[src/rtl/cache_pkg.sv]
// Shared definitions for the cache refill controller and the direct-mapped cache.
package cache_pkg;

    localparam int unsigned ADDR_WIDTH_DEF = 32;
    localparam int unsigned DATA_WIDTH_DEF = 32;
    localparam int unsigned CNT_WIDTH_DEF  = 16;

    // Refill controller states
    typedef enum logic [2:0] {
        IDLE   = 3'd0,
        MEM_RD = 3'd1,
        FILL   = 3'd2,
        RESP   = 3'd3,
        MEM_WR = 3'd4
    } state_e;

endpackage

[src/rtl/sat_counter.sv]
// Up-counter that sticks at all-ones instead of wrapping.
module sat_counter #(
    parameter int unsigned WIDTH = 16
) (
    input  logic             clk,
    input  logic             rst_n,
    input  logic             inc,
    output logic [WIDTH-1:0] count
);

    // Count register; increments are dropped once the maximum is reached
    always_ff @(posedge clk or negedge rst_n) begin
        if (!rst_n) begin
            count <= '0;
        end else if (inc && (count != {WIDTH{1'b1}})) begin
            count <= count + WIDTH'(1);
        end
    end

endmodule

[src/rtl/cache_refill_ctrl.sv]
// Refill/write-through controller sitting between the CPU, a direct-mapped
// cache and main memory. Hits are answered in the request cycle; misses run a
// memory read, fill the cache and replay the data; stores write memory and
// update the cache in the ack cycle.
module cache_refill_ctrl
    import cache_pkg::*;
#(
    parameter int unsigned ADDR_WIDTH = ADDR_WIDTH_DEF,
    parameter int unsigned DATA_WIDTH = DATA_WIDTH_DEF,
    parameter int unsigned CNT_WIDTH  = CNT_WIDTH_DEF
) (
    input  logic                  clk,
    input  logic                  rst_n,
    // CPU side
    input  logic                  cpu_re,
    input  logic                  cpu_we,
    input  logic [ADDR_WIDTH-1:0] cpu_addr,
    input  logic [DATA_WIDTH-1:0] cpu_wdata,
    output logic [DATA_WIDTH-1:0] cpu_rdata,
    output logic                  stall,
    // Cache lookup and write port
    input  logic                  cache_hit,
    input  logic [DATA_WIDTH-1:0] cache_rdata,
    output logic                  cache_we,
    output logic [ADDR_WIDTH-1:0] cache_addr,
    output logic [DATA_WIDTH-1:0] cache_wdata,
    // Main memory channel
    output logic                  mem_req,
    output logic                  mem_we,
    output logic [ADDR_WIDTH-1:0] mem_addr,
    output logic [DATA_WIDTH-1:0] mem_wdata,
    input  logic                  mem_ack,
    input  logic [DATA_WIDTH-1:0] mem_rdata,
    // Performance counters
    output logic [CNT_WIDTH-1:0]  hit_count,
    output logic [CNT_WIDTH-1:0]  miss_count
);

    state_e                state;
    state_e                state_nxt;
    logic [ADDR_WIDTH-1:0] addr_q;
    logic [ADDR_WIDTH-1:0] addr_nxt;
    logic [DATA_WIDTH-1:0] data_q;
    logic [DATA_WIDTH-1:0] data_nxt;
    logic                  hit_inc;
    logic                  miss_inc;

    // State, latched address and latched/captured data
    always_ff @(posedge clk or negedge rst_n) begin
        if (!rst_n) begin
            state  <= IDLE;
            addr_q <= '0;
            data_q <= '0;
        end else begin
            state  <= state_nxt;
            addr_q <= addr_nxt;
            data_q <= data_nxt;
        end
    end

    // Next state and outputs; everything is held quiet while reset is asserted
    // so a pending request cannot raise stall or bump a counter during reset.
    always_comb begin
        state_nxt   = state;
        addr_nxt    = addr_q;
        data_nxt    = data_q;
        stall       = 1'b0;
        cpu_rdata   = '0;
        cache_we    = 1'b0;
        cache_addr  = addr_q;
        cache_wdata = data_q;
        mem_req     = 1'b0;
        mem_we      = 1'b0;
        mem_addr    = addr_q;
        mem_wdata   = data_q;
        hit_inc     = 1'b0;
        miss_inc    = 1'b0;

        if (rst_n) begin
            case (state)
                IDLE: begin
                    // Store wins over a simultaneous load
                    if (cpu_we) begin
                        stall     = 1'b1;
                        addr_nxt  = cpu_addr;
                        data_nxt  = cpu_wdata;
                        state_nxt = MEM_WR;
                    end else if (cpu_re) begin
                        if (cache_hit) begin
                            cpu_rdata = cache_rdata;
                            hit_inc   = 1'b1;
                        end else begin
                            stall     = 1'b1;
                            addr_nxt  = cpu_addr;
                            miss_inc  = 1'b1;
                            state_nxt = MEM_RD;
                        end
                    end
                end

                MEM_RD: begin
                    stall   = 1'b1;
                    mem_req = 1'b1;
                    if (mem_ack) begin
                        data_nxt  = mem_rdata;
                        state_nxt = FILL;
                    end
                end

                FILL: begin
                    stall     = 1'b1;
                    cache_we  = 1'b1;
                    state_nxt = RESP;
                end

                RESP: begin
                    cpu_rdata = data_q;
                    state_nxt = IDLE;
                end

                MEM_WR: begin
                    stall   = 1'b1;
                    mem_req = 1'b1;
                    mem_we  = 1'b1;
                    if (mem_ack) begin
                        cache_we  = 1'b1;
                        state_nxt = IDLE;
                    end
                end

                default: begin
                    state_nxt = IDLE;
                end
            endcase
        end
    end

    sat_counter #(
        .WIDTH (CNT_WIDTH)
    ) u_hit_cnt (
        .clk   (clk),
        .rst_n (rst_n),
        .inc   (hit_inc),
        .count (hit_count)
    );

    sat_counter #(
        .WIDTH (CNT_WIDTH)
    ) u_miss_cnt (
        .clk   (clk),
        .rst_n (rst_n),
        .inc   (miss_inc),
        .count (miss_count)
    );

endmodule
[config.mk]
export PLATFORM = sky130hd
export DESIGN_NAME = cache_refill_ctrl
export DESIGN_NICKNAME = d
export VERILOG_FILES = /design/src/rtl/cache_pkg.sv /design/src/rtl/sat_counter.sv /design/src/rtl/cache_refill_ctrl.sv
export SDC_FILE = /design/constraint.sdc
export NUM_CORES = 1
export LEC_CHECK = 0
export BUFFER_PORTS_ARGS = -buffer_cell sky130_fd_sc_hd__buf_2
export CAP_MARGIN = 20
export CELL_PAD_IN_SITES_DETAIL_PLACEMENT = 1
export CELL_PAD_IN_SITES_GLOBAL_PLACEMENT = 2
export CORE_MARGIN = 2
export CORE_UTILIZATION = 28
export CTS_CLUSTER_DIAMETER = 40
export CTS_CLUSTER_SIZE = 14
export DETAILED_ROUTE_END_ITERATION = 8
export GPL_TIMING_DRIVEN = 0
export HOLD_SLACK_MARGIN = 0.02
export PLACE_DENSITY_LB_ADDON = 0.1
export SLEW_MARGIN = 25
export SYNTH_ARGS = -nofsm -noshare
export SYNTH_HDL_FRONTEND = slang
export SYNTH_HIERARCHICAL = 1
export SYNTH_SLANG_ARGS = --single-unit
[constraint.sdc]
create_clock -name clk -period 6.9 [get_ports clk]
set_input_delay 1.035 -clock clk [delete_from_list [all_inputs] [get_ports clk]]
set_output_delay 1.035 -clock clk [all_outputs]
set_load 0.02 [all_outputs]
# Yosys cells after proc, flatten, opt, wreduce, memory -nomap -nowiden
# Cells that the tools add are included.
# classes
add_sub_neg,2
multipliers,0
div,0
n_lt_le_gt_ge,0
n_eq_ne,12
shifts,0
n_mux,37
bitwise,0
reduce_logical,10
# op_table
cell,n
$mux W32,9
$pmux W32 S2,2
$add A16 B1 Y16 const B,2
$ne A16 B16 Y1 const B,2
$mux W1,18
$mux W3,5
$pmux W3 S4,1
$ne A2 B2 Y1 const B,4
$reduce_and A4 Y1,2
$eq A3 B2 Y1 const B,2
$ne A3 B3 Y1 const B,2
$reduce_and A5 Y1,1
$pmux W1 S2,2
$reduce_bool A2 Y1,2
$eq A3 B1 Y1 const B,1
$eq A3 B3 Y1 const B,1
$logic_not A3 Y1,1
$reduce_or A3 Y1,1
$logic_and A1 B1 Y1,2
$reduce_or A2 Y1,1
# word_totals
regBits,99
latchBits,0
mem_bits_rw,0
mem_bits_ro,0
inputBits,134
out_inout_bits,196
word_cells,66
mem_count,0

# Logic depth before layout (Yosys ltp)
# Gate-level depths: netlist (run 1).
# logic_depth
word_depth,6
ltp_mapped,9
ltp_nobuf,6

# Cells and area by module
# The synthesis (run 1) kept the hierarchy.
# by_module_without_submodules
mod,n_inst,cells_each,area_each_um2,seq_area_each_um2
cache_refill_ctrl,1,353,4164.0,1676.6
sat_counter at u_hit_cnt,1,77,884.6,400.4
sat_counter at u_miss_cnt,1,78,823.3,400.4

# Worst setup path before layout (run 1)
# OpenSTA, ideal clock, no wires.
# synth_path
path_type,input -> output
from,input port cache_hit
to,output port cpu_rdata[2]
t_arrival_ns,2.027
required_ns,5.865
setup_slack_ns,3.838
cell_stages,5
n_path_buf,2
path_cell_list,and2_1 buf_1 clkbuf_1 a32oi_1 nor2_1
# synth_via
elab_chain_len,5
# synth_lines
element,line_no,source
"start, declared",cache_refill_ctrl.sv:22,"input logic cache_hit,"
$mux W32,cache_refill_ctrl.sv:89,if (cache_hit) begin
$mux W32,cache_refill_ctrl.sv:88,end else if (cpu_re) begin
$mux W32,cache_refill_ctrl.sv:83,if (cpu_we) begin
$pmux W32 S2,cache_refill_ctrl.sv:80,case (state)
$mux W32,cache_refill_ctrl.sv:79,if (rst_n) begin
"end, declared",cache_refill_ctrl.sv:19,"output logic [DATA_WIDTH-1:0] cpu_rdata,"
# No other way between the ends.

# Final worst setup path (run 1)
# layout_path
from,input port rst_n
to,output port cpu_rdata[10]
# layout_via
elab_chain_len,1
# layout_lines
element,line_no,source
"start, declared",cache_refill_ctrl.sv:13,"input logic rst_n,"
$mux W32,cache_refill_ctrl.sv:79,
# No other way between the ends.

==> metrics, run 1 <==
WS Path Type in2out; FF-to-FF End u_miss_cnt/count[15]; CTS Buf Count 9; antenna violations before repair 1; PostCTS Resize Cnt 0; GP Congestion 0.804; max_cap viols 0; largest cells by area after synthesis dfrtp_1 42%, mux2_2 13%, buf_4 8.3%; most frequent cell after synthesis dfrtp_1; hold slack 0.526 ns; Core ar. 20,400 um2; GRT Overall Usage 0.186; drt drc 0; Final Hold Vio Count 0; asr flop ratio synth 1.00; fillers 2,403; Yosys top cell area share 0.422; area leader, netlist dfrtp_1; FMAX 244 MHz; Reg area 2480 um2; worst-path fanout max 56; WP data arrival 3.06 ns; Lkg Pwr 4.21 nW; worst r2r path cells 8; Hold Path Stages 1; post-synthesis mux area share 0.217; Post-synth top cells 99 x dfrtp_1, 67 x mux2_2, 65 x buf_4; syn_nets 644; Clock Sinks 99; Initial DRC Count 89; Slew Viols, Final 0; first-pass GRT wire length 32,000 um; min Tclk post-route 4.09 ns; Final setup viols 0; Peak VDD IR 178 uV; Worst slew margin 0.499; PwrDens 437 nW/um2; largest net degree at the start of global routing 57; EDFF count, synth 0; required time worst endpoint 5.86 ns; First-pass DRT Iterations 4; skew final 0.00818 ns; CP Cell Sequence buf_6 > buf_16 > nor2b_1 > o21ai_1 > clkbuf_1 > nor2_1 > buf_2; Die W 149 um; worst hold start u_miss_cnt/count[15]; post-CTS setup buffer count 0; Yosys reg bits 99; CP Launch Type input port; share of cells above drive strength 1 0.629; die area 22,100 um2; FP Rows 52; multi-input logic area 2720 um2; vias in the first global route 5,633; Hold-fix buffers, CTS 0; clk buf depth 2; Starting Density 0.287; Post-Synth XOR/XNOR Area 0.0254; Worst-Margin Slew 0.752 ns; Adder-Cell Fraction of Synth Area 0.00426; outcome finished, final reports clean; post-synthesis area per instance 11.6 um2; IO Count 330; worst skew pair latency 0.35 ns; CTS tree done; critical path capture point type primary output; Root Driver clkbuf_16; Worst Hold End u_miss_cnt/count[15]; Final HPWL DP 16,600 um; Layout area overhead 39.4%; Simple-Gate Fraction of Synth Area 0.131; via count 5,263; nets 985; RSZ-0062 raised after global routing no; Cell variety after synth 57; Total Power 3.58 mW; Post-Synthesis Cells 508; Port Buffers 329; Final TNS setup 0 ns; Reg2Reg Launch Point state[2]; Synth Area in Compound Gates 0.0848; Final ANT Viol Nets 0; largest family of logic cells by synthesized area multiplexers; Die Ht 149 um; highest-delay cell along the critical path buf_6; Min-Delay Path Class reg2reg; Syn. warnings 6; H-tree depth 3; CP peak stage delay 0.38 ns; CP top delay family buffers and inverters; routed vias/inst 4.68; worst path buffer plus inverter count 4; Overflow after GRT 0; r2r setup slk 3.71 ns; top_reg_cell synth dfrtp_1; cell area after synthesis 5870 um2; period utilisation layout 0.593; DRT Wirelength 20,800 um; sequential area share after synthesis 0.422; Clk pin slew, worst setup/hold paths 0.07 ns; routed len/inst 18.5 um
==> worst max-delay path by stage <==
stage	start	to	slack, ns	cells after the start
after floorplan	cache_hit	cpu_rdata[2]	3.84	5
after global placement	rst_n	cpu_rdata[21]	1.58	6
after detailed placement	rst_n	cpu_rdata[10]	2.72	7
after CTS	rst_n	cpu_rdata[10]	2.71	7
after global routing	rst_n	cpu_rdata[21]	2.53	7
final	rst_n	cpu_rdata[10]	2.81	7
==> final cells by class <==
| class | count | share of cell area |
|---|---|---|
| timing repair buffer | 330 | 0.205 |
| antenna | 1 | 0.000306 |
| multi-input combinational | 311 | 0.332 |
| tap | 270 | 0.0413 |
| clock buffer | 11 | 0.0284 |
| clock inverter | 5 | 0.00749 |
| sequential | 99 | 0.303 |
| inverter | 5 | 0.00229 |
| buffer | 93 | 0.0802 |
==> logic make-up (layout without fill, tap and decap cells) <==
group,count (synthesis),in the layout
AOI/OAI and AO/OA,63,63
xor gates and xnor gates,17,17
adders and majority gates,2,2
buffers and inverters,98,444
DFF,99,99
muxes,103,103
other,0,1
and+or+nand+nor,126,126
==> layout by cell type, fill, tap and decap left out, types with 3 or more instances in the layout <==
cell type  count
inv_1          4
nor4_4         3
mux2_4        32
dfrtp_1       99
mux2i_1        3
a21oi_1        8
nand4_1       16
xnor2_1       10
nor2_1        45
clkbuf_16      9
o21a_1         3
clkbuf_1      18
nor3_1         6
buf_4         65
and4_1         4
o21ai_1        3
nand2b_1       4
o21ai_0        4
mux2_2        67
xor2_1         7
nand3_1        8
nand2_1       12
buf_2        334
a32oi_1       33
buf_12         3
and3_1         5
==> worst register-to-register path, stage by stage (launching register included) <==
cell     delay (ns)
dfrtp_1        0.40
buf_1          0.26
nor4_4         0.59
buf_2          0.34
and3_1         0.35
nand4_2        0.19
or4b_4         0.59
nor4_4         0.24
xor2_1         0.17
==> metal layers <==
layer,share of wire,routed length (um),GRT usage,vias to the layer above
met4,0.019,386,0.0576,0
met1,0.39,8150,0.218,2588
met5,0,0,0,-
met2,0.53,11000,0.340,180
li1,-,-,-,2474
met3,0.060,1250,0.0385,21
==> registers in the layout, indices dropped and copies added (netlist names) <==
register          flops
u_hit_cnt/count      16
u_miss_cnt/count     16
state                 3
cache_addr           32
cache_wdata          32
==> stage by stage <==
step / std cells / worst slack (ns) / util / cell area [um2]
floorplan: 508 / 3.84 / - / 5870
global placement: 1107 / 1.58 / 0.385 / 7860
detailed placement: 1108 / 2.72 / 0.386 / 7890
CTS: 1124 / 2.71 / 0.401 / 8180
global route: 1125 / 2.53 / 0.401 / 8190
finish: 1125 / 2.81 / 0.401 / 8190
==> report_power, final <==
part | switching, mW | internal (mW)
Clock | 0.234 | 0.285
Combinational | 1.09 | 0.936
Sequential | 0.237 | 0.796
Total | 1.56 | 2.02
Note: power is estimated with default switching activity, not from simulation.
==> run 2, diff against run 1 <==
--- a/config.mk
+++ b/config.mk
@@ -10,7 +10,7 @@
 export CELL_PAD_IN_SITES_DETAIL_PLACEMENT = 1
 export CELL_PAD_IN_SITES_GLOBAL_PLACEMENT = 2
 export CORE_MARGIN = 2
-export CORE_UTILIZATION = 28
+export CORE_UTILIZATION = 26
 export CTS_CLUSTER_DIAMETER = 40
 export CTS_CLUSTER_SIZE = 14
 export DETAILED_ROUTE_END_ITERATION = 8
==> constraint.sdc (replaced) <==
create_clock -name clk -period 3.9 [get_ports clk]
set_input_delay 0.585 -clock clk [delete_from_list [all_inputs] [get_ports clk]]
set_output_delay 0.585 -clock clk [all_outputs]
set_load 0.02 [all_outputs]
==> metrics, run 2 (same netlist as run 1, synthesis figures left out) <==
DRT Wirelength 21,000 um (+1.0%); share of cells above drive strength 1 0.631 (+0.00234); Worst-Margin Slew 0.663 ns (-0.0894 ns); Final Hold Vio Count 0 (unchanged); Die Ht 154 um (+3.7%); Die W 154 um (+3.7%); routed vias/inst 4.71 (+0.57%); vias in the first global route 5,632 (-0.018%); Worst slew margin 0.558 (+0.0596); Overflow after GRT 0 (unchanged); Final setup viols 0 (unchanged); antenna violations before repair 3 (+2); H-tree depth 3 (unchanged); min Tclk post-route 3.17 ns; RSZ-0062 raised after global routing no; nets 985 (unchanged); Reg area 2480 um2 (unchanged); first-pass GRT wire length 32,300 um (+0.82%); PostCTS Resize Cnt 0 (unchanged); via count 5,345 (+1.6%); Final HPWL DP 16,900 um (+2.0%); Port Buffers 329 (unchanged); WP data arrival 2.59 ns (-0.47 ns); FMAX 315 MHz; CTS Buf Count 9 (unchanged); GRT Overall Usage 0.172 (-0.0133); First-pass DRT Iterations 4 (unchanged); required time worst endpoint 3.31 ns (-2.55 ns); Slew Viols, Final 0 (unchanged); Initial DRC Count 134 (+51%); Total Power 6.33 mW (+77%); Hold-fix buffers, CTS 0 (unchanged); critical path capture point type primary output; highest-delay cell along the critical path buf_6; routed len/inst 18.5 um (about the same); CP Launch Type input port; outcome finished, final reports clean; Min-Delay Path Class in2async; fillers 2,562 (+6.6%); die area 23,800 um2 (+7.5%); Starting Density 0.267 (-0.0208); Lkg Pwr 4.21 nW (about the same); IO Count 330 (unchanged); FP Rows 54 (+3.8%); Clock Sinks 99 (unchanged); Root Driver clkbuf_16; Layout area overhead 39.8%; Peak VDD IR 279 uV (+57%); worst-path fanout max 59 (+5.4%); GP Congestion 0.810 (+0.78%); clk buf depth 2 (unchanged); Core ar. 22,000 um2 (+7.8%); WS Path Type in2out; max_cap viols 0 (unchanged); CTS tree done; period utilisation layout 0.814; skew final 0.00757 ns (-0.000609 ns); Clk pin slew, worst setup/hold paths 0.07 ns (about the same); Finished Layout Cells 1,136 (+0.98%); drt drc 0 (unchanged); Final ANT Viol Nets 0 (unchanged); multi-input logic area 2720 um2 (unchanged); most frequent cells in the layout 334 x buf_2, 99 x dfrtp_1, 67 x mux2_2; leading cell type in the layout, fill and taps excluded buf_2; final design utilization 0.373 (-0.0279); worst skew pair latency 0.35 ns (about the same); CP Cell Sequence buf_6 > buf_16 > nor2b_1 > o21ai_1 > clkbuf_1 > nor2_1 > buf_2; PwrDens 771 nW/um2 (+77%); largest net degree at the start of global routing 60 (+5.3%); post-CTS setup buffer count 0 (unchanged); CP peak stage delay 0.37 ns (about the same); Inst Count DP 1,118 (+0.90%)
run 2: cell types whose count changed in the layout (fill, tap and decap cells not counted):
cell        change
clkbuf_1        -2
inv_6           -2
clkbuf_8        +1
clkinv_2        +1
clkinv_4        +1
clkinvlp_4      +1
diode_2         +1
run 2: final cells by class:
class | instances | area share
repair buffers | 330 | 0.205
well taps | 280 | 0.0427
multi-input cells | 311 | 0.331
flip-flops and latches | 99 | 0.302
plain buffers | 93 | 0.0800
diodes | 2 | 0.000609
inverters | 5 | 0.00229
clock buffers | 10 | 0.0291
clock inverters | 6 | 0.00792
run 2: metal layers:
metal | vias up | wire length (um) | GRT usage
met4 | 2 | 380 | 0.0538
li1 | 2473 | - | -
met3 | 25 | 1410 | 0.0375
met2 | 222 | 10800 | 0.316
met5 | - | 16 | 0
met1 | 2623 | 8400 | 0.201
run 2: stage by stage:
stage	cell area, um2	setup TNS, ns	hold WS (ns)	worst slack (ns)
finish	8210	0	0.180	0.726
global route	8210	0	0.209	0.485
CTS	8210	0	0.190	0.645
detailed placement	7900	0	0.518	0.648
global placement	7870	-18.86	0.501	-0.480
floorplan	5870	0	0.289	1.25
run 2: report_power, final:
part,internal (mW),switching (mW)
logic,1.66,1.90
clock network,0.516,0.412
registers,1.41,0.442
total,3.58,2.76
run 2: path summary, 6_finish.rpt:
path                       depth (start not counted)              endpoint                 from  slack (ns)
min                                                1        cache_addr[16]                rst_n        0.18
max                                                7          cpu_rdata[8]                rst_n        0.73
min in group clk                                   2         cache_addr[0]          cpu_addr[0]        0.47
max in group asynchronous                          2        cache_wdata[6]                rst_n        3.05
max reg2reg                                        8  u_miss_cnt/count[13]             state[2]        0.77
min reg2reg                                        1   u_miss_cnt/count[7]  u_miss_cnt/count[7]        0.52
run 2: worst max-delay path, delay by kind of cell:
family                 cells  cell delay (ns)
and+or+nand+nor            2             0.52
buffers and inverters      4             1.19
AOI/OAI and AO/OA          1             0.22
==> run 3, diff against run 2 <==
--- a/config.mk
+++ b/config.mk
@@ -5,12 +5,13 @@
 export SDC_FILE = /design/constraint.sdc
 export NUM_CORES = 1
 export LEC_CHECK = 0
+export ABC_AREA = 1
 export BUFFER_PORTS_ARGS = -buffer_cell sky130_fd_sc_hd__buf_2
 export CAP_MARGIN = 20
 export CELL_PAD_IN_SITES_DETAIL_PLACEMENT = 1
 export CELL_PAD_IN_SITES_GLOBAL_PLACEMENT = 2
 export CORE_MARGIN = 2
-export CORE_UTILIZATION = 26
+export CORE_UTILIZATION = 23
 export CTS_CLUSTER_DIAMETER = 40
 export CTS_CLUSTER_SIZE = 14
 export DETAILED_ROUTE_END_ITERATION = 8
==> constraint.sdc (replaced) <==
create_clock -name clk -period 3.1 [get_ports clk]
set_input_delay 0.465 -clock clk [delete_from_list [all_inputs] [get_ports clk]]
set_output_delay 0.465 -clock clk [all_outputs]
set_load 0.02 [all_outputs]
==> metrics, run 3 <==
nets 1,378 (+40%); fillers 3,527 (+38%); Final ANT Viol Nets 0 (unchanged); First-pass DRT Iterations 4 (unchanged); Final Hold Vio Count 0 (unchanged); Final HPWL DP 20,300 um (+20%); cell area after synthesis 6280 um2 (+6.9%); share of cells above drive strength 1 0.370 (-0.261); Post-Synthesis Cells 900 (+77%); CP Cell Sequence nor2_4 > nand2_1 > inv_1 > buf_2 > nand4_1 > a21oi_1 > buf_2; routed len/inst 16.0 um (-14%); post-synthesis area per instance 6.97 um2 (-40%); GRT Overall Usage 0.179 (+0.00608); skew final 0.00764 ns (+0.0000679 ns); Core ar. 26,900 um2 (+22%); WP data arrival 2.46 ns (-0.13 ns); first-pass GRT wire length 40,200 um (+25%); Yosys reg bits 99 (unchanged); outcome finished, final reports clean; Min-Delay Path Class in2reg; required time worst endpoint 2.63 ns (-0.68 ns); RSZ-0062 raised after global routing yes; Syn. warnings 6 (unchanged); drt drc 0 (unchanged); Peak VDD IR 328 uV (+18%); worst path buffer plus inverter count 3 (-1); clk buf depth 2 (unchanged); CP peak stage delay 0.47 ns (+0.10 ns); area leader, netlist dfrtp_1; Overflow after GRT 0 (unchanged); GP Congestion 0.762 (-6.0%); Final TNS setup 0 ns (unchanged); most frequent cell after synthesis nand2_1; hold slack 0.321 ns (+0.141 ns); FMAX 342 MHz; leading cell type in the layout, fill and taps excluded nand2_1; EDFF count, synth 0 (unchanged); asr flop ratio synth 1.00 (unchanged); DRT Wirelength 25,400 um (+21%); IO Count 330 (unchanged); Root Driver clkbuf_16; Die W 169 um (+9.7%); Layout area overhead 38.8%; FP Rows 60 (+11%); CP Launch Type flop; vias in the first global route 7,086 (+26%); period utilisation layout 0.943; Worst-Margin Slew 0.738 ns (+0.0750 ns); Cell variety after synth 31 (-46%); largest net degree at the start of global routing 59 (-1.7%); syn_nets 1,036 (+61%); Post-synth top cells 365 x nand2_1, 99 x dfrtp_1, 71 x inv_1; min Tclk post-route 2.92 ns; Slew Viols, Final 0 (unchanged); critical path capture point type primary output; via count 6,902 (+29%); largest cells by area after synthesis dfrtp_1 39%, nand2_1 22%, buf_4 8.0%; antenna violations before repair 4 (+1); die area 28,600 um2 (+20%); Clock Sinks 99 (unchanged); sequential area share after synthesis 0.395 (-0.0272); Top cell by count, worst path buf_2; max_cap viols 0 (unchanged); CTS Buf Count 9 (unchanged); Final setup viols 0 (unchanged); Worst slew margin 0.504 (-0.0545); Clk pin slew, worst setup/hold paths 0.08 ns (about the same); WS Path Type reg2out; Yosys top cell area share 0.395 (-0.0272); routed vias/inst 4.34 (-7.7%); Die Ht 169 um (+9.7%); CP top delay family buffers and inverters; Total Power 7.72 mW (+22%); Lkg Pwr 4.88 nW (+16%); top_reg_cell synth dfrtp_1; final worst slack 0.176 ns (-0.551 ns); Initial DRC Count 215 (+60%); worst-path fanout max 10 (-83%); H-tree depth 3 (unchanged); post-CTS setup buffer count 0 (unchanged); worst skew pair latency 0.35 ns (about the same); highest-delay cell along the critical path dfrtp_1; pre-CTS setup slack -0.129 ns (-0.778 ns); PwrDens 886 nW/um2 (+15%); Starting Density 0.234 (-0.0331); Port Buffers 328 (-0.30%); most frequent cells in the layout 365 x nand2_1, 337 x buf_2, 99 x dfrtp_1; CTS tree done
run 3: area by class of cell:
cell class,count,area [um2],area share
multi-input combinational,619,2830,0.325
sequential,99,2480,0.284
timing repair buffer,331,1700,0.196
buffer,104,689,0.0792
tap,341,427,0.0490
inverter,78,294,0.0338
clock buffer,9,225,0.0259
clock inverter,7,58.8,0.00675
antenna,2,5.00,0.000575
run 3: worst reg2reg max path: cells and delay by family, from the launching register on:
kind | cells | cell delay [ns]
and+or+nand+nor | 7 | 1.45
buffers and inverters | 3 | 0.71
DFF | 1 | 0.47
AOI/OAI and AO/OA | 1 | 0.18
run 3: timing repair:
action,CTS,global route
gates resized for setup,0,6
endpoints found under the setup margin,0,25
hold buffers,2,0
endpoints found under the hold margin,10,0
run 3: where the power goes:
group | internal, mW | total (mW) | leakage (nW) | switching [mW]
logic | 1.61 | 4.30 | 3.47 | 2.69
registers | 1.75 | 2.29 | 1.27 | 0.534
clock network | 0.561 | 1.14 | 0.139 | 0.575
total | 3.92 | 7.72 | 4.88 | 3.80
run 3: path summary, 6_finish.rpt:
path                                 from            endpoint  slack [ns]  depth (start not counted)
min                           cpu_addr[4]       cache_addr[4]        0.32                          3
min reg2reg                cache_wdata[6]      cache_wdata[6]        0.53                          2
max reg2reg                      state[2]  u_hit_cnt/count[8]        0.18                         11
max                              state[2]       cpu_rdata[30]        0.18                          7
min in group asynchronous           rst_n     cache_wdata[12]        0.59                          2
max in group asynchronous           rst_n       cache_addr[9]        1.37                          3
run 3: routing by layer:
| layer | share of wire | GRT usage | vias up |
|---|---|---|---|
| met5 | 0.00095 | 0 | - |
| met3 | 0.068 | 0.0476 | 11 |
| met2 | 0.48 | 0.307 | 219 |
| met4 | 0.0067 | 0.0305 | 4 |
| li1 | - | - | 3470 |
| met1 | 0.45 | 0.228 | 3198 |
run 3: metrics by stage:
stage,cell area (um2),std cells,util
after floorplan,6280,900,-
after global placement,8340,1569,0.310
after detailed placement,8380,1570,0.312
after CTS,8690,1588,0.323
after global routing,8710,1590,0.324
final,8710,1590,0.324
run 3: cells by family after synthesis:
kind of cell,after synthesis,share of synthesized area
fa+ha+maj,2,0.00399
buf+inv,182,0.156
xor+xnor,9,0.0126
simple gates,533,0.371
compound gates,75,0.0616
flops,99,0.395
